--- src/rtl/mem_pkg.sv ---
// Shared definitions for the memory-access stage: width codes, FSM states and
// byte-enable helpers used by the LSU and its load aligner.
package mem_pkg;

  localparam logic [2:0] F3_B  = 3'b000;
  localparam logic [2:0] F3_H  = 3'b001;
  localparam logic [2:0] F3_W  = 3'b010;
  localparam logic [2:0] F3_BU = 3'b100;
  localparam logic [2:0] F3_HU = 3'b101;

  localparam logic [3:0] BE_B = 4'b0001;
  localparam logic [3:0] BE_H = 4'b0011;
  localparam logic [3:0] BE_W = 4'b1111;

  typedef enum logic [1:0] {IDLE, REQ, WAIT_R, DONE} lsu_state_t;

  // Low two funct3 bits give the access size for both loads and stores.
  function automatic logic [3:0] byte_en(input logic [2:0] f3, input logic [1:0] off);
    case (f3[1:0])
      2'b00:   byte_en = BE_B << off;
      2'b01:   byte_en = BE_H << off;
      default: byte_en = BE_W;
    endcase
  endfunction

endpackage

--- src/rtl/lsu_mem_stage_if.sv ---
// Valid/grant data-memory bus between the LSU (master) and memory (slave).
interface lsu_mem_stage_if;
  logic        bus_req;
  logic        bus_we;
  logic [31:0] bus_addr;
  logic [3:0]  bus_be;
  logic [31:0] bus_wdata;
  logic        bus_gnt;
  logic        bus_rvalid;
  logic [31:0] bus_rdata;

  modport master (output bus_req, bus_we, bus_addr, bus_be, bus_wdata,
                  input  bus_gnt, bus_rvalid, bus_rdata);
  modport slave  (input  bus_req, bus_we, bus_addr, bus_be, bus_wdata,
                  output bus_gnt, bus_rvalid, bus_rdata);
endinterface

--- src/rtl/lsu_mem_stage_load_align.sv ---
// Combinational load aligner: lane shift followed by sign/zero extension.
module load_align
  import mem_pkg::*;
(
  input  logic [31:0] word_i,
  input  logic [1:0]  off_i,
  input  logic [2:0]  funct3_i,
  output logic [31:0] data_o
);

  logic [31:0] sh;
  assign sh = word_i >> {off_i, 3'b000};

  always_comb begin
    case (funct3_i)
      F3_B:    data_o = {{24{sh[7]}}, sh[7:0]};
      F3_H:    data_o = {{16{sh[15]}}, sh[15:0]};
      F3_BU:   data_o = {24'd0, sh[7:0]};
      F3_HU:   data_o = {16'd0, sh[15:0]};
      default: data_o = sh;
    endcase
  end

endmodule

--- src/rtl/lsu_mem_stage.sv ---
// Memory-access stage load/store unit: decodes the M-stage access, runs one bus
// transaction at a time with a timeout, and stalls the pipeline until it completes.
module lsu_mem_stage
  import mem_pkg::*;
#(
  parameter int TIMEOUT_CYC = 255,
  parameter int TO_W        = 8
) (
  input  logic        clk,
  input  logic        reset,
  input  logic        MemReadM,
  input  logic        MemWriteM,
  input  logic [2:0]  Funct3M,
  input  logic [31:0] ALUResultM,
  input  logic [31:0] WriteDataM,
  output logic [31:0] ReadDataM,
  output logic        StallMemM,
  output logic        FaultM,
  output logic        BusErrM,
  lsu_mem_stage_if.master bus
);

  lsu_state_t      state_q, state_d;
  logic [TO_W-1:0] cnt_q, cnt_d;
  logic [31:0]     rdata_q, rdata_d;
  logic            err_q, err_d;

  logic        access, legal_code, misalign, fault, go, timeout;
  logic [31:0] ext_data;

  assign access   = MemReadM | MemWriteM;
  assign misalign = ((Funct3M[1:0] == 2'b01) &  ALUResultM[0]) |
                    ((Funct3M[1:0] == 2'b10) & (ALUResultM[1:0] != 2'b00));
  assign fault    = access & (~legal_code | misalign);
  assign go       = access & ~fault;
  assign timeout  = (cnt_q == TO_W'(TIMEOUT_CYC));

  always_comb begin
    legal_code = 1'b0;
    if (MemReadM && MemWriteM)
      legal_code = 1'b0;
    else if (MemReadM)
      legal_code = Funct3M inside {F3_B, F3_H, F3_W, F3_BU, F3_HU};
    else
      legal_code = Funct3M inside {F3_B, F3_H, F3_W};
  end

  load_align u_align (
    .word_i   (bus.bus_rdata),
    .off_i    (ALUResultM[1:0]),
    .funct3_i (Funct3M),
    .data_o   (ext_data)
  );

  always_comb begin
    state_d       = state_q;
    cnt_d         = cnt_q;
    rdata_d       = rdata_q;
    err_d         = err_q;
    StallMemM     = 1'b0;
    FaultM        = 1'b0;
    BusErrM       = 1'b0;
    ReadDataM     = 32'd0;
    bus.bus_req   = 1'b0;
    bus.bus_we    = 1'b0;
    bus.bus_addr  = 32'd0;
    bus.bus_be    = 4'd0;
    bus.bus_wdata = 32'd0;
    case (state_q)
      IDLE: begin
        // Gated by reset so nothing combinational escapes while reset is held.
        FaultM    = fault & reset;
        StallMemM = go & reset;
        if (go) begin
          state_d = REQ;
          cnt_d   = '0;
          rdata_d = 32'd0;
          err_d   = 1'b0;
        end
      end
      REQ: begin
        StallMemM     = 1'b1;
        bus.bus_req   = ~timeout;
        bus.bus_we    = MemWriteM;
        bus.bus_addr  = {ALUResultM[31:2], 2'b00};
        bus.bus_be    = byte_en(Funct3M, ALUResultM[1:0]);
        bus.bus_wdata = WriteDataM << {ALUResultM[1:0], 3'b000};
        cnt_d         = cnt_q + 1'b1;
        if (bus.bus_gnt) begin
          if (MemWriteM) begin
            state_d = DONE;
          end else begin
            state_d = WAIT_R;
            cnt_d   = '0;
          end
        end else if (timeout) begin
          err_d   = 1'b1;
          rdata_d = 32'd0;
          state_d = DONE;
        end
      end
      WAIT_R: begin
        StallMemM = 1'b1;
        cnt_d     = cnt_q + 1'b1;
        if (bus.bus_rvalid) begin
          rdata_d = ext_data;
          state_d = DONE;
        end else if (timeout) begin
          err_d   = 1'b1;
          rdata_d = 32'd0;
          state_d = DONE;
        end
      end
      DONE: begin
        ReadDataM = rdata_q;
        BusErrM   = err_q;
        err_d     = 1'b0;
        state_d   = IDLE;
      end
      default: state_d = IDLE;
    endcase
  end

  always_ff @(posedge clk or negedge reset) begin
    if (!reset) begin
      state_q <= IDLE;
      cnt_q   <= '0;
      rdata_q <= 32'd0;
      err_q   <= 1'b0;
    end else begin
      state_q <= state_d;
      cnt_q   <= cnt_d;
      rdata_q <= rdata_d;
      err_q   <= err_d;
    end
  end

endmodule

--- src/flat_wrapper.sv ---
// flat-port wrapper written by rule: the top's interface ports become plain ports
module lsu_mem_stage_flat import mem_pkg::*;
#(
  parameter int TIMEOUT_CYC = 255,
  parameter int TO_W        = 8
)
  (clk, reset, MemReadM, MemWriteM, Funct3M, ALUResultM, WriteDataM, ReadDataM, StallMemM, FaultM, BusErrM, bus_bus_req, bus_bus_we, bus_bus_addr, bus_bus_be, bus_bus_wdata, bus_bus_gnt, bus_bus_rvalid, bus_bus_rdata);
  lsu_mem_stage_if bus_i ();
  input  logic clk;
  input  logic reset;
  input  logic MemReadM;
  input  logic MemWriteM;
  input  logic [2:0] Funct3M;
  input  logic [31:0] ALUResultM;
  input  logic [31:0] WriteDataM;
  output logic [31:0] ReadDataM;
  output logic StallMemM;
  output logic FaultM;
  output logic BusErrM;
  output wire logic [$bits(bus_i.bus_req)-1:0] bus_bus_req;
  output wire logic [$bits(bus_i.bus_we)-1:0] bus_bus_we;
  output wire logic [$bits(bus_i.bus_addr)-1:0] bus_bus_addr;
  output wire logic [$bits(bus_i.bus_be)-1:0] bus_bus_be;
  output wire logic [$bits(bus_i.bus_wdata)-1:0] bus_bus_wdata;
  input wire logic [$bits(bus_i.bus_gnt)-1:0] bus_bus_gnt;
  input wire logic [$bits(bus_i.bus_rvalid)-1:0] bus_bus_rvalid;
  input wire logic [$bits(bus_i.bus_rdata)-1:0] bus_bus_rdata;
  assign bus_bus_req = bus_i.bus_req;
  assign bus_bus_we = bus_i.bus_we;
  assign bus_bus_addr = bus_i.bus_addr;
  assign bus_bus_be = bus_i.bus_be;
  assign bus_bus_wdata = bus_i.bus_wdata;
  assign bus_i.bus_gnt = bus_bus_gnt;
  assign bus_i.bus_rvalid = bus_bus_rvalid;
  assign bus_i.bus_rdata = bus_bus_rdata;
  lsu_mem_stage #(.TIMEOUT_CYC(TIMEOUT_CYC), .TO_W(TO_W)) u_core (.clk(clk), .reset(reset), .MemReadM(MemReadM), .MemWriteM(MemWriteM), .Funct3M(Funct3M), .ALUResultM(ALUResultM), .WriteDataM(WriteDataM), .ReadDataM(ReadDataM), .StallMemM(StallMemM), .FaultM(FaultM), .BusErrM(BusErrM), .bus(bus_i));
endmodule
--- config.mk ---
export PLATFORM = sky130hd
export DESIGN_NAME = lsu_mem_stage_flat
export DESIGN_NICKNAME = d
export VERILOG_FILES = /design/src/rtl/mem_pkg.sv /design/src/rtl/lsu_mem_stage_if.sv /design/src/rtl/lsu_mem_stage_load_align.sv /design/src/rtl/lsu_mem_stage.sv /design/src/flat_wrapper.sv
export SDC_FILE = /design/constraint.sdc
export NUM_CORES = 1
export LEC_CHECK = 0
export BUFFER_PORTS_ARGS = -buffer_cell sky130_fd_sc_hd__buf_2
export CAP_MARGIN = 20
export CORE_ASPECT_RATIO = 1.4
export CORE_MARGIN = 2
export CORE_UTILIZATION = 45
export CTS_BUF_LIST = sky130_fd_sc_hd__clkbuf_16
export DETAILED_ROUTE_END_ITERATION = 8
export HOLD_SLACK_MARGIN = 0.15
export PLACE_DENSITY_LB_ADDON = 0.1
export SLEW_MARGIN = 30
export SYNTH_ARGS = -nofsm -noshare
export SYNTH_HDL_FRONTEND = slang
export SYNTH_SLANG_ARGS = --single-unit
export TNS_END_PERCENT = 20
--- constraint.sdc ---
create_clock -name clk -period 2.9 [get_ports clk]
set_input_delay 0.145 -clock clk [delete_from_list [all_inputs] [get_ports clk]]
set_output_delay 0.145 -clock clk [all_outputs]
set_load 0.05 [all_outputs]
==> results of run 1 <==
-- flip-flops by register name, indices dropped and copies added (netlist names) --
name and flops:
u_core.err_q 1, u_core.state_q 2, u_core.rdata_q 32, u_core.cnt_q 8
-- layout make-up --
| class | count | area [sq um] | share of cell area |
|---|---|---|---|
| Clock buffer | 5 | 125.1 | 0.02511 |
| Sequential cell | 43 | 1076 | 0.2159 |
| Timing Repair Buffer | 215 | 1099 | 0.2204 |
| Clock inverter | 3 | 43.79 | 0.008787 |
| Tap cell | 102 | 127.6 | 0.02561 |
| Inverter | 4 | 15.01 | 0.003013 |
| Multi-Input combinational cell | 369 | 2497 | 0.5011 |
-- layer usage --
metal | vias to the layer above | GRT usage | wire, microns
li1 | 1985 | - | -
met1 | 1943 | 0.3168 | 4737
met2 | 182 | 0.4967 | 6655
met3 | 18 | 0.04984 | 929
met4 | 0 | 0.08475 | 294
met5 | - | 0 | 0
-- cell usage in the layout (no fill, tap or decap), types with 2 or more instances in the layout --
cell	instances
sky130_fd_sc_hd__o211a_1	8
sky130_fd_sc_hd__nor2b_1	12
sky130_fd_sc_hd__o31ai_1	4
sky130_fd_sc_hd__nand2_1	54
sky130_fd_sc_hd__inv_1	4
sky130_fd_sc_hd__a31oi_1	5
sky130_fd_sc_hd__o41ai_1	2
sky130_fd_sc_hd__mux2_2	10
sky130_fd_sc_hd__a32o_1	13
sky130_fd_sc_hd__o21a_1	4
sky130_fd_sc_hd__conb_1	2
sky130_fd_sc_hd__o21ai_1	2
sky130_fd_sc_hd__mux2i_1	33
sky130_fd_sc_hd__buf_2	207
sky130_fd_sc_hd__nor3b_1	2
sky130_fd_sc_hd__ha_1	7
sky130_fd_sc_hd__clkbuf_16	5
sky130_fd_sc_hd__nor2_1	22
sky130_fd_sc_hd__a22o_1	16
sky130_fd_sc_hd__o21ai_0	34
sky130_fd_sc_hd__or3_1	2
sky130_fd_sc_hd__nand4_1	2
sky130_fd_sc_hd__and3_1	10
sky130_fd_sc_hd__nand3_1	5
sky130_fd_sc_hd__and2_1	72
sky130_fd_sc_hd__o211ai_1	3
sky130_fd_sc_hd__a21oi_1	10
sky130_fd_sc_hd__nand2b_1	7
sky130_fd_sc_hd__dfrtp_1	43
sky130_fd_sc_hd__a211o_1	7
sky130_fd_sc_hd__buf_4	7
sky130_fd_sc_hd__o2bb2ai_1	2
-- power breakdown --
group | total (mW) | internal [mW] | leakage [nW] | switching (mW)
clock | 0.664 | 0.407 | 0.0838 | 0.257
combinational | 2.59 | 0.674 | 2.08 | 1.91
sequential | 0.788 | 0.713 | 0.594 | 0.0755
total | 4.04 | 1.79 | 2.76 | 2.25
-- critical path, cell delays in order, from the launching register on --
cell	delay (ns)
sky130_fd_sc_hd__dfrtp_1	0.45
sky130_fd_sc_hd__inv_1	0.13
sky130_fd_sc_hd__ha_2	0.49
sky130_fd_sc_hd__buf_4	0.36
sky130_fd_sc_hd__o211a_1	0.25
sky130_fd_sc_hd__buf_2	0.29
-- what timing repair did --
action	4_1_cts	5_1_grt
resized for setup	0	0
endpoints found under the hold margin	8	0
hold buffers	1	0
-- worst max-delay path by stage --
stage / startpoint / slack [ns] / cells after the start / endpoint
after global placement: u_core.state_q[1] / 0.70 / 5 / u_core.cnt_q[5]
after detailed placement: u_core.state_q[1] / 0.64 / 5 / u_core.cnt_q[5]
after CTS: u_core.state_q[1] / 0.49 / 5 / bus_bus_wdata[25]
after floorplan: u_core.state_q[1] / 0.82 / 5 / bus_bus_req
final: u_core.state_q[1] / 0.49 / 5 / bus_bus_wdata[25]
after global routing: u_core.state_q[1] / 0.32 / 5 / bus_bus_wdata[25]
-- metrics by stage --
step / hold WS [ns] / setup WS, ns
global route: 0.2574 / 0.3161
global placement: 0.03822 / 0.6957
CTS: 0.2253 / 0.4890
finish: 0.2262 / 0.4865
detailed placement: 0.03328 / 0.6438
floorplan: -0.1506 / 0.8173
-- cell families (layout without fill, tap and decap cells) --
kind of cell,Yosys count,after routing,synth area share
muxes,43,43,0.1173
AOI/OAI and AO/OA,117,117,0.2260
xor gates and xnor gates,2,2,0.004640
DFF,43,43,0.2850
other,1,2,0.0009931
adders and majority gates,9,9,0.02916
and+or+nand+nor,196,196,0.2803
buffers and inverters,44,227,0.05666
==> results.txt, run 1 <==
The flow ran to the end, and the final reports show no timing, DRC or antenna violations. The tightest min-delay check is of the in -> reg type. A synthesized cell averages 8.299 sq um. The number of different library cells in the post-synthesis netlist is 50. The worst register-to-register path begins at u_core.state_q[1]. The layout overhead on the synthesized area is 31.97%.

In this run, synthesis inferred 0 flip-flops with an integrated enable. The count of maximum capacitance violations is 0. Once layout is done, the placed cells without fillers occupy 0.004984 sq mm.

The final standard cell utilization of the core is 0.6115. For the worst-skew pair, the clock arrives at the later sink with an insertion delay of 0.29 ns. The half-perimeter wire length of the detailed placement result is 9735 microns. The async set or reset register ratio after synthesis is 1.000. The first-pass detailed-route iteration total came out at 4. The initial core utilization is 0.4634. The tree is rooted in a sky130_fd_sc_hd__clkbuf_16. Across every metal layer, demand over resource in global routing totals 0.2737. The largest net degree at the start of global routing came out at 60. Setup slack on the worst reg-to-reg path comes out at around 0.64 ns. The number of levels the H-tree was split into came out at 2.

For this run, the top clock speed supported by timing is 414.3 MHz. The number of global-route vias before repair came out at 3952. The netlist area before placement is 0.003776 sq mm. Port buffering added 207 buffers.

The congestion estimate from routability-driven global placement came to 0.9237. The detailed-route wire length is 12620 microns. The die covers ~0.009 sq mm. The per-cell via count in the routed design is roughly 5.6. The repair_antennas step left the layout with diodes totalling 0. The sort of element at the start of the critical path is a flop. For the worst setup path, the data required time is 2.76 ns. The relative slew slack came out at 0.5115. The final total negative setup slack is 0 ns.

The boundary pin count came out at 210. The post-detailed-route wirelength per cell came out at 17.03 microns. The startpoint identified for the worst hold timing path is bus_bus_rdata[29]. The clock net sink count is 43.

IR analysis of the VDD net gives a maximum drop of 569.2 uV. Setup violations remaining at the end of the flow were counted as 0. The number of buffers created by CTS is 5. Summing internal, switching and leakage power gives approximately 4.0 mW. For the pin with the worst max-slew slack, the measured transition is 0.7319 ns. The total overflow reported by the global router came out at 0. The cell with the most instances after synthesis is sky130_fd_sc_hd__and2_1. The number of pins with negative max-slew slack in the final report came out at 0. Of the available clock period, the critical path in the final layout requires 0.8322. The number of cells on the worst reg-to-reg path came out at 5. The worst hold path terminates at u_core.rdata_q[29]. The area fraction of the dominant cell type after synthesis is 0.2850. The endpoint identified for the worst register-to-register timing path is u_core.cnt_q[5]. The post-route DRC violation count came out at 0. The number of hold violations in the final report came out at 0. The via count of the routed design came out at 4128.

The endpoint class of the critical path is a primary output. Counting instances, the worst hold path has a depth of 4. Of the synthesized area, sequential elements account for 0.2850. The maximum clock path buffer count came out at 2. The post-layout instance count excluding filler cells is 741. The final worst clock skew came out at approximately 0.0059 ns. Of all cell types, the one taking the most synthesized area is sky130_fd_sc_hd__dfrtp_1. The worst endpoint data arrival time came out at 2.27 ns. The power per cell area is 810.5 mW/mm^2. Counting tap cells, the placed design contains a total of 732 instances. In the synthesized netlist the dominant register cell turns out to be sky130_fd_sc_hd__dfrtp_1. The initial detailed-routing violation count came out at between 150 and 200.

The instance area after placement came out at 0.004805 sq mm. The die boundary height came out at 112.4 microns. The total area inside the core boundary comes to between 0.008 and 0.009 sq mm. Of all nets on the critical path, the largest fanout is 34. The layout has ~750 filler cells.

The flop and latch count out of synthesis came out at 43. The number of cells produced by synthesis came out at 455. The number of antenna violations at the first check in global routing is 0.

The share of layout cells above drive strength 1 came out at 0.3740. The final layout net count is 751. After clock tree synthesis, the clock-pin slew on the worst setup and hold paths is about 0.07 ns. The setup path with the least slack is of type reg -> out. The leakage power came out at 2.759 nW. In this run the post-CTS setup repair buffer count came out at 0.

The total of warnings raised by yosys came out at 0. The die is 81.42 microns wide. By count the netlist is led by sky130_fd_sc_hd__and2_1, sky130_fd_sc_hd__nand2_1, sky130_fd_sc_hd__dfrtp_1, sky130_fd_sc_hd__o21ai_0, sky130_fd_sc_hd__mux2i_1. The clock period minus worst slack came out at 2.413 ns. The first global-routing pass estimated 19550 microns of wire. Setup repair after global routing left no endpoint under its margin.

After synthesis, the cell types taking the most area are sky130_fd_sc_hd__dfrtp_1, sky130_fd_sc_hd__and2_1, sky130_fd_sc_hd__mux2i_1. The detail route stage leaves a number of antenna-violating nets equal to 0. TritonCTS built the clock tree. The number of rows created at floorplan is 39.
Power figures use the tool's default switching activity.
==> run 2, diff against run 1 <==
- CORE_UTILIZATION: 45 -> 41
- clock period: 2.9 -> 2 ns (I/O delays scaled with it)
==> run 2 against run 1 <==
  * Setup slack worse by 0.35 ns
  * Global-route usage is 3.1 points lower
  * Die area is 9.3% higher
  * Clock skew is 0.00072 ns lower
  * Combinational power is 57% higher
  * Sequential power is 45% higher
  * Count of clock-buffer cells in the layout stayed put
  * Clock power is 44% higher
  * Critical endpoint is now u_core.rdata_q[19]
  * First-iteration DRC count is 12% higher
==> results.txt, run 2 (synthesis gave the netlist of run 1 again) <==
The share of layout cells above drive strength 1 is 0.3930 (+0.01894). The largest net degree at the start of global routing came out at 65 (+8.3%). The worst setup path is of the reg -> reg kind. The clock transition time at the flip-flop clock pins of the worst setup and hold paths came out at 0.07 ns (about the same). The initial detailed-routing violation count is 219 (+12%). The timing-limited maximum frequency is 535.9 MHz.

The total overflow reported by the global router came out at 0 (unchanged). The maximum ir drop on the vdd rail came out at 853.5 uV (+50%). The number of levels the H-tree was split into is 2 (unchanged).

The most congested layer reported by global routing is met2. The clock period minus worst slack is 1.866 ns. The worst endpoint data arrival time came out at 2.04 ns (-0.23 ns). The sort of element at the start of the critical path is a flop. Leaving out fill and tap cells, the most frequent cell in the layout is sky130_fd_sc_hd__buf_2. The endpoint required time on the critical path is 2.18 ns (-0.58 ns).

The final layout net count is 766 (+2.0%). The global-route wire length before repair came out at 19820 microns (+1.3%). The half-perimeter wire length of the detailed placement result is 9516 microns (-2.2%). The run finished with clean final reports. The number of buffers created by CTS is 5 (unchanged). The via count of the routed design was 4138 (+0.24%). The die boundary height is 117.6 microns (+4.6%). The count of nets left with antenna violations after detail routing was 0 (unchanged).

The met1 layer usage reported by global route came out at 0.2785 (-0.03832). The quantity of I/O buffers inserted on ports came out at 207 (unchanged). The total routing usage reported by global routing came to 0.2431 (-0.03068). The maximum clock path buffer count came to 2 (unchanged). The initial core utilization came out at 0.4206 (-0.04275). The setup violation total in the final timing report came out at 0 (unchanged). The post-detailed-route wirelength per cell was 16.55 microns (-2.8%).

The number of pins with negative max-slew slack in the final report came to 0 (unchanged). The power per cell area came to 1178 mW/mm^2 (+45%). The maximum fanout along the worst path is 32 (-5.9%). The boundary pin count is 210 (unchanged). The part of the cycle the worst path needs is 0.9330. The overall die width is 85.11 microns (+4.5%). The final worst clock skew is 0.005215 ns (-0.0007185 ns). The count of maximum capacitance violations came out at 0 (unchanged). The number of setup buffers added after CTS is 0 (unchanged).

The transition at the pin with the smallest max-transition slack came out at 0.5778 ns (-0.1541 ns). The core box area is 0.008977 sq mm (+10%). The min-delay analysis places its worst path in the category in -> reg. The clock net sink count came out at 43 (unchanged). The number of global-route vias before repair came out at 4113 (+4.1%).

The layout overhead on the synthesized area came out at 38.60%. The minimum setup slack in the final design came out at 0.1341 ns (-0.3524 ns). CTS placed an instance of sky130_fd_sc_hd__clkbuf_16 at the clock tree root. The total of fill cells in the finished design was 854 (+14%).

The number of antenna violations at the first check in global routing came to 1 (+1). The detailed-route wire length came out at 12610 microns (about the same). The final total negative setup slack is 0 ns (unchanged). The per-cell via count in the routed design came out at 5.430 (-2.5%). The first-pass detailed-route iteration total came out at 4 (unchanged).

The flip-flop count of the largest register after layout came to 32 (unchanged). Ranked by flip-flop count, first place goes to u_core.rdata_q. The endpoint class of the critical path is a flop. The minimum setup slack after placement is 0.1093 ns (-0.5344 ns). The post-route DRC violation count came out at 0 (unchanged). The final estimated routing congestion in global placement was 0.8490 (-8.1%). The global-route track usage on met3 came out at 0.03436 (-0.01548). The fraction of met2 tracks used by global routing is 0.4590 (-0.03774). The largest registers in the layout are u_core.rdata_q: 32 flops, u_core.cnt_q: 8 flops, u_core.state_q: 2 flops. The leakage power came out at 2.867 nW (+3.9%). The relative slew slack is 0.6148 (+0.1032).

Setup repair after global routing left no endpoint under its margin. The number of hold violations in the final report is 0 (unchanged). The number of rows created at floorplan came out at 41 (+5.1%). The clock latency at the later pin of the worst-skew pair is 0.29 ns (about the same). TritonCTS built the clock tree. The die area is 0.01000 sq mm (+9.3%).

The top cell types in the final layout, fill and taps aside, are sky130_fd_sc_hd__buf_2, sky130_fd_sc_hd__and2_1, sky130_fd_sc_hd__nand2_1. The final total power is 6.167 mW (+53%).
## run 2: layer usage
| layer | vias to the layer above | part of all wire | wire length (microns) |
|---|---|---|---|
| li1 | 2011 | - | - |
| met1 | 1950 | 0.39 | 4900 |
| met2 | 161 | 0.53 | 6741 |
| met3 | 16 | 0.059 | 742 |
| met4 | 0 | 0.018 | 230 |
| met5 | - | 0 | 0 |
## run 2: stage by stage
step	cells	instance area (sq um)	util	hold WS (ns)
floorplan	456	3782	-	-0.1956
global placement	751	4976	0.5543	0.2939
detailed placement	751	4976	0.5543	0.2981
CTS	760	5181	0.5771	0.1644
global route	762	5234	0.5830	0.2003
finish	762	5234	0.5830	0.1677
## run 2: critical path, cell delays in order (launching register included)
cell,delay (ns)
sky130_fd_sc_hd__dfrtp_2,0.45
sky130_fd_sc_hd__inv_1,0.15
sky130_fd_sc_hd__ha_2,0.26
sky130_fd_sc_hd__nand2_1,0.09
sky130_fd_sc_hd__o21ai_1,0.18
sky130_fd_sc_hd__o211ai_1,0.17
sky130_fd_sc_hd__buf_12,0.20
sky130_fd_sc_hd__a22o_1,0.24
## run 2: area by class of cell
| type | instances | area, sq um | share of cell area |
|---|---|---|---|
| multi-input cells | 369 | 2521 | 0.4817 |
| repair buffers | 230 | 1311 | 0.2505 |
| flip-flops and latches | 43 | 1077 | 0.2058 |
| well taps | 107 | 133.9 | 0.02558 |
| clock buffers | 5 | 125.1 | 0.02391 |
| clock inverters | 3 | 47.55 | 0.009084 |
| inverters | 4 | 15.01 | 0.002869 |
| diodes | 1 | 2.502 | 0.0004781 |
## run 2: path summary, 6_finish.rpt
check | to | startpoint | cells past startpoint | slack [ns]
setup / recovery | u_core.rdata_q[19] | u_core.state_q[1] | 7 | 0.13
hold / removal | u_core.rdata_q[28] | bus_bus_rdata[28] | 4 | 0.17
setup reg to reg | u_core.rdata_q[19] | u_core.state_q[1] | 7 | 0.13
hold reg to reg | u_core.rdata_q[9] | u_core.rdata_q[9] | 1 | 0.49
max in group asynchronous | u_core.state_q[1] | reset | 3 | 1.07
min in group asynchronous | u_core.rdata_q[30] | reset | 3 | 0.51
## run 2: power by group
part | total (mW) | internal (mW) | switching, mW
sequential | 1.14 | 1.04 | 0.105
clock | 0.956 | 0.596 | 0.360
combinational | 4.07 | 1.21 | 2.86
## run 2: timing repair
| action | 4_1_cts | 5_1_grt |
|---|---|---|
| endpoints found under the hold margin | 43 | 0 |
| gates cloned | 0 | 1 |
| gates resized for setup | 9 | 5 |
| hold buffers | 1 | 0 |
| endpoints found under the setup margin | 8 | 30 |
==> run 3, diff against run 2 <==
- SYNTH_HIERARCHICAL: default -> 1
==> run 3 against run 2 <==
  * Flip-flop and latch count unchanged
  * First-iteration DRC count decreased by 37%
  * Final cell count increased by 0.26%
  * Critical endpoint is now u_core/rdata_q[4]
  * Largest power group unchanged
  * Highest routed layer unchanged
==> results.txt, run 3 <==
The clock transition time at the flip-flop clock pins of the worst setup and hold paths is 0.07 ns (about the same). The post-detailed-route wirelength per cell came to 16.03 microns (-3.2%). The share of synthesized area occupied by flip-flops and latches is 0.2848 (about the same). The total of warnings raised by yosys is 6 (+6).

The endpoint class of the critical path is a flop. The detailed-route wire length came out at 12250 microns (-2.9%). The number of antenna violations at the first check in global routing is 0 (-1).

The flip-flop count of the largest register after layout is 32 (unchanged). The clock latency at the later pin of the worst-skew pair came out at 0.29 ns (about the same). The total overflow reported by the global router came out at 0 (unchanged). The number of pins with negative max-slew slack in the final report came to 0 (unchanged). The number of cells produced by synthesis is 453 (-0.44%). The internal reg-to-reg setup slack is 0.06 ns (-0.07 ns). The final standard cell utilization of the core is 0.5756 (-0.007387). The met1 layer usage reported by global route came out at 0.2784 (about the same). The count of maximum capacitance violations is 0 (unchanged). The number of hold violations in the final report was 0 (unchanged). The category of cells accounting for the largest share of critical-path delay is simple AND/OR/NAND/NOR gates. The clock period minus worst slack came out at 1.938 ns (+0.07171 ns). The initial detailed-routing violation count was 137 (-37%). The initial core utilization is 0.4209 (about the same).

In the synthesized netlist the dominant register cell turns out to be sky130_fd_sc_hd__dfrtp_1. The number of antenna diodes is 0 (-1). The half-perimeter wire length of the detailed placement result is 9626 microns (+1.2%). More flip-flops sit in one register than any other, and that register is u_core/rdata_q. The die boundary height is 117.6 microns (about the same). The final estimated routing congestion in global placement came to 0.8552 (+0.73%). The final layout net count was 769 (+0.39%). The async set or reset register ratio after synthesis came to 1.000 (unchanged). Setup repair after global routing could not meet its margin everywhere.

The library cells used most frequently in the layout, excluding fill and tap cells, are sky130_fd_sc_hd__buf_2, sky130_fd_sc_hd__and2_1, sky130_fd_sc_hd__nand2_1. The die area came to 0.01001 sq mm (about the same). The total routing usage reported by global routing is 0.2389 (-0.004175). The quantity of I/O buffers inserted on ports is 207 (unchanged). The count of nets left with antenna violations after detail routing is 0 (unchanged). The number of global-route vias before repair came to 3913 (-4.9%). The library cell used most frequently in the layout, excluding fill and tap cells, is sky130_fd_sc_hd__buf_2.

By count the netlist is led by sky130_fd_sc_hd__and2_1, sky130_fd_sc_hd__nand2_1, sky130_fd_sc_hd__dfrtp_1, sky130_fd_sc_hd__mux2i_1, sky130_fd_sc_hd__nor2_1. The largest registers in the layout are u_core/rdata_q: 32 flops, u_core/cnt_q: 8 flops, u_core/state_q: 2 flops. The number of enable-type register cells in the synthesized netlist is 0 (unchanged). The cell with the largest stage delay on the worst path is sky130_fd_sc_hd__dfrtp_2. The largest total area in the synthesized netlist belongs to sky130_fd_sc_hd__dfrtp_1.

The setup violation total in the final timing report is 0 (unchanged). Among all cell types in the netlist, the one instantiated most often is sky130_fd_sc_hd__and2_1. The global-route wire length before repair came out at 19380 microns (-2.2%). The part of the cycle the worst path needs came out at 0.9688 (+0.03585). The worst endpoint data arrival time came out at 2.12 ns (+0.08 ns). The tree is rooted in a sky130_fd_sc_hd__clkbuf_16. The clock net sink count is 43 (unchanged). The area of all placed cells without fillers came out at 0.005167 sq mm (-1.3%). The core box area is 0.008977 sq mm (unchanged). The layout overhead on the synthesized area is 36.76%. The via count of the routed design came out at 4072 (-1.6%).

The transition at the pin with the smallest max-transition slack is 0.5222 ns (-0.05567 ns). Walking the worst path, the cells encountered are inv_2 > ha_1 > nor2b_1 > o21ai_0 > nor2_1 > or3_1 > buf_12 > a22o_1. The maximum ir drop on the vdd rail came out at 997.9 uV (+17%).

The maximum clock path buffer count came out at 2 (unchanged). The number of rows created at floorplan came out at 41 (unchanged). The area fraction of the dominant cell type after synthesis came out at 0.2848 (about the same). The maximum fanout along the worst path came out at 32 (unchanged). TritonCTS built the clock tree. In this run the critical register-to-register path is captured at u_core/rdata_q[4]. The global-route track usage on met3 came to 0.05259 (+0.01823).

The startpoint identified for the worst register-to-register timing path is u_core/state_q[0]. The largest net degree at the start of global routing is 42 (-35%). The number of cells on the worst reg-to-reg path came to 8 (+1). The leakage power came out at 2.883 nW (+0.57%).

The buffers plus inverters on the worst setup path came out at 2 (unchanged). The per-cell via count in the routed design is 5.330 (-1.9%). The global routing stage identified its most utilized layer as met2. The average cell area after synthesis came to 8.341 sq um (+0.51%). The number of buffers created by CTS is 5 (unchanged).

The share of layout cells above drive strength 1 came out at 0.4033 (+0.01038). The overall die width is 85.14 microns (about the same). The run finished with clean final reports. The stage delay of the slowest cell on the critical path came out at 0.41 ns (-0.04 ns). The netlist area before placement is 0.003779 sq mm (about the same).

Ranked by total cell area, the synthesized netlist is headed by sky130_fd_sc_hd__dfrtp_1, sky130_fd_sc_hd__and2_1, sky130_fd_sc_hd__mux2i_1. The endpoint required time on the critical path came out at 2.18 ns (about the same). The instance area after placement was 0.004970 sq mm (-0.13%).

The boundary pin count is 210 (unchanged). The min-delay analysis places its worst path in the category in -> async. The first-pass detailed-route iteration total was 5 (+1). The timing-limited maximum frequency is 516.1 MHz (-3.7%). The number of levels the H-tree was split into came out at 2 (unchanged). The power per cell area was 1117 mW/mm^2 (-5.2%).

The fraction of met2 tracks used by global routing is 0.4146 (-0.04443). The critical setup path kind is reg -> reg. The number of different library cells in the post-synthesis netlist came out at 49 (-2.0%). The relative slew slack is 0.6519 (+0.03711). The worst setup path is launched from a flop.

The post-route DRC violation count is 0 (unchanged). The flop and latch count out of synthesis is 43 (unchanged). The final worst clock skew is 0.004934 ns (-0.0002807 ns).
run 3: cell count changes after synthesis, moves of 10 or more:
cell / change
sky130_fd_sc_hd__and2_1: +10
sky130_fd_sc_hd__nor2_1: +11
sky130_fd_sc_hd__a32o_1: -13
sky130_fd_sc_hd__a22o_1: +16
sky130_fd_sc_hd__a211oi_1: +14
sky130_fd_sc_hd__nand2_1: -10
sky130_fd_sc_hd__o21ai_0: -10
run 3: cells by family (layout without fill, tap and decap cells):
kind of cell | Yosys count | in the layout | synth area share
AND/OR/NAND/NOR | 200 | 200 | 0.2854
AO/OA/AOI/OAI | 112 | 112 | 0.2205
multiplexers | 44 | 44 | 0.1192
flip-flops | 43 | 43 | 0.2848
buffers and inverters | 43 | 246 | 0.05761
adder cells (fa/ha/maj) | 9 | 9 | 0.02914
other | 1 | 2 | 0.0009924
XOR/XNOR | 1 | 1 | 0.002318
run 3: what timing repair did:
| item | CTS | global route |
|---|---|---|
| setup endpoints to repair | 43 | 71 |
| gates resized for setup | 4 | 7 |
| hold buffers | 1 | 0 |
| setup buffers | 0 | 1 |
| hold endpoints to repair | 43 | 0 |
run 3: area by class of cell:
cell class | count | area (sq um)
Clock inverter | 3 | 23.77
Inverter | 6 | 22.52
Tap cell | 107 | 133.9
Clock buffer | 5 | 125.1
Timing Repair Buffer | 232 | 1270
Multi-Input combinational cell | 368 | 2515
Sequential cell | 43 | 1077
Fill cell | 855 | 3810
run 3: worst max path at each step:
| stage | start | slack (ns) | to | depth (start not counted) |
|---|---|---|---|---|
| 3_5_place_dp | u_core/state_q[0] | 0.009 | u_core/rdata_q[4] | 8 |
| 3_3_place_gp | u_core/state_q[0] | 0.08 | u_core/rdata_q[6] | 8 |
| 5_1_grt | u_core/state_q[1] | -0.03 | ReadDataM[15] | 4 |
| 4_1_cts | u_core/state_q[0] | 0.005 | u_core/rdata_q[22] | 8 |
| 2_1_floorplan | u_core/state_q[1] | -0.04 | bus_bus_wdata[0] | 7 |
| 6_report | u_core/state_q[0] | 0.06 | u_core/rdata_q[4] | 8 |
run 3: worst reg2reg max path, cell delays in order, from the launching register on:
cell and delay (ns):
sky130_fd_sc_hd__dfrtp_2 0.41, sky130_fd_sc_hd__inv_2 0.07, sky130_fd_sc_hd__ha_1 0.23, sky130_fd_sc_hd__nor2b_1 0.13, sky130_fd_sc_hd__o21ai_0 0.14, sky130_fd_sc_hd__nor2_1 0.06, sky130_fd_sc_hd__or3_1 0.35, sky130_fd_sc_hd__buf_12 0.19
sky130_fd_sc_hd__a22o_1 0.25
run 3: power breakdown:
group | leakage [nW] | internal (mW) | switching (mW)
Sequential | 0.595 | 0.960 | 0.0649
Combinational | 2.22 | 1.12 | 2.78
Clock | 0.0664 | 0.468 | 0.376
run 3: routing by layer:
layer | share of wire | vias up
met1 | 0.38 | 1865
met4 | 0.031 | 0
met3 | 0.078 | 23
li1 | - | 1995
met5 | 0 | -
met2 | 0.51 | 189
run 3: stage by stage:
step	cells	power [mW]	hold slack [ns]	setup slack [ns]	setup TNS [ns]
3_3_place_gp	754	4.853	-0.06074	0.07739	0
3_5_place_dp	754	4.885	-0.05925	0.008795	0
6_report	764	5.771	0.1789	0.06238	0
5_1_grt	764	6.080	0.2013	-0.02526	-0.1407
2_1_floorplan	454	3.932	-0.1956	-0.03915	-0.3132
4_1_cts	763	5.752	0.1832	0.005337	0
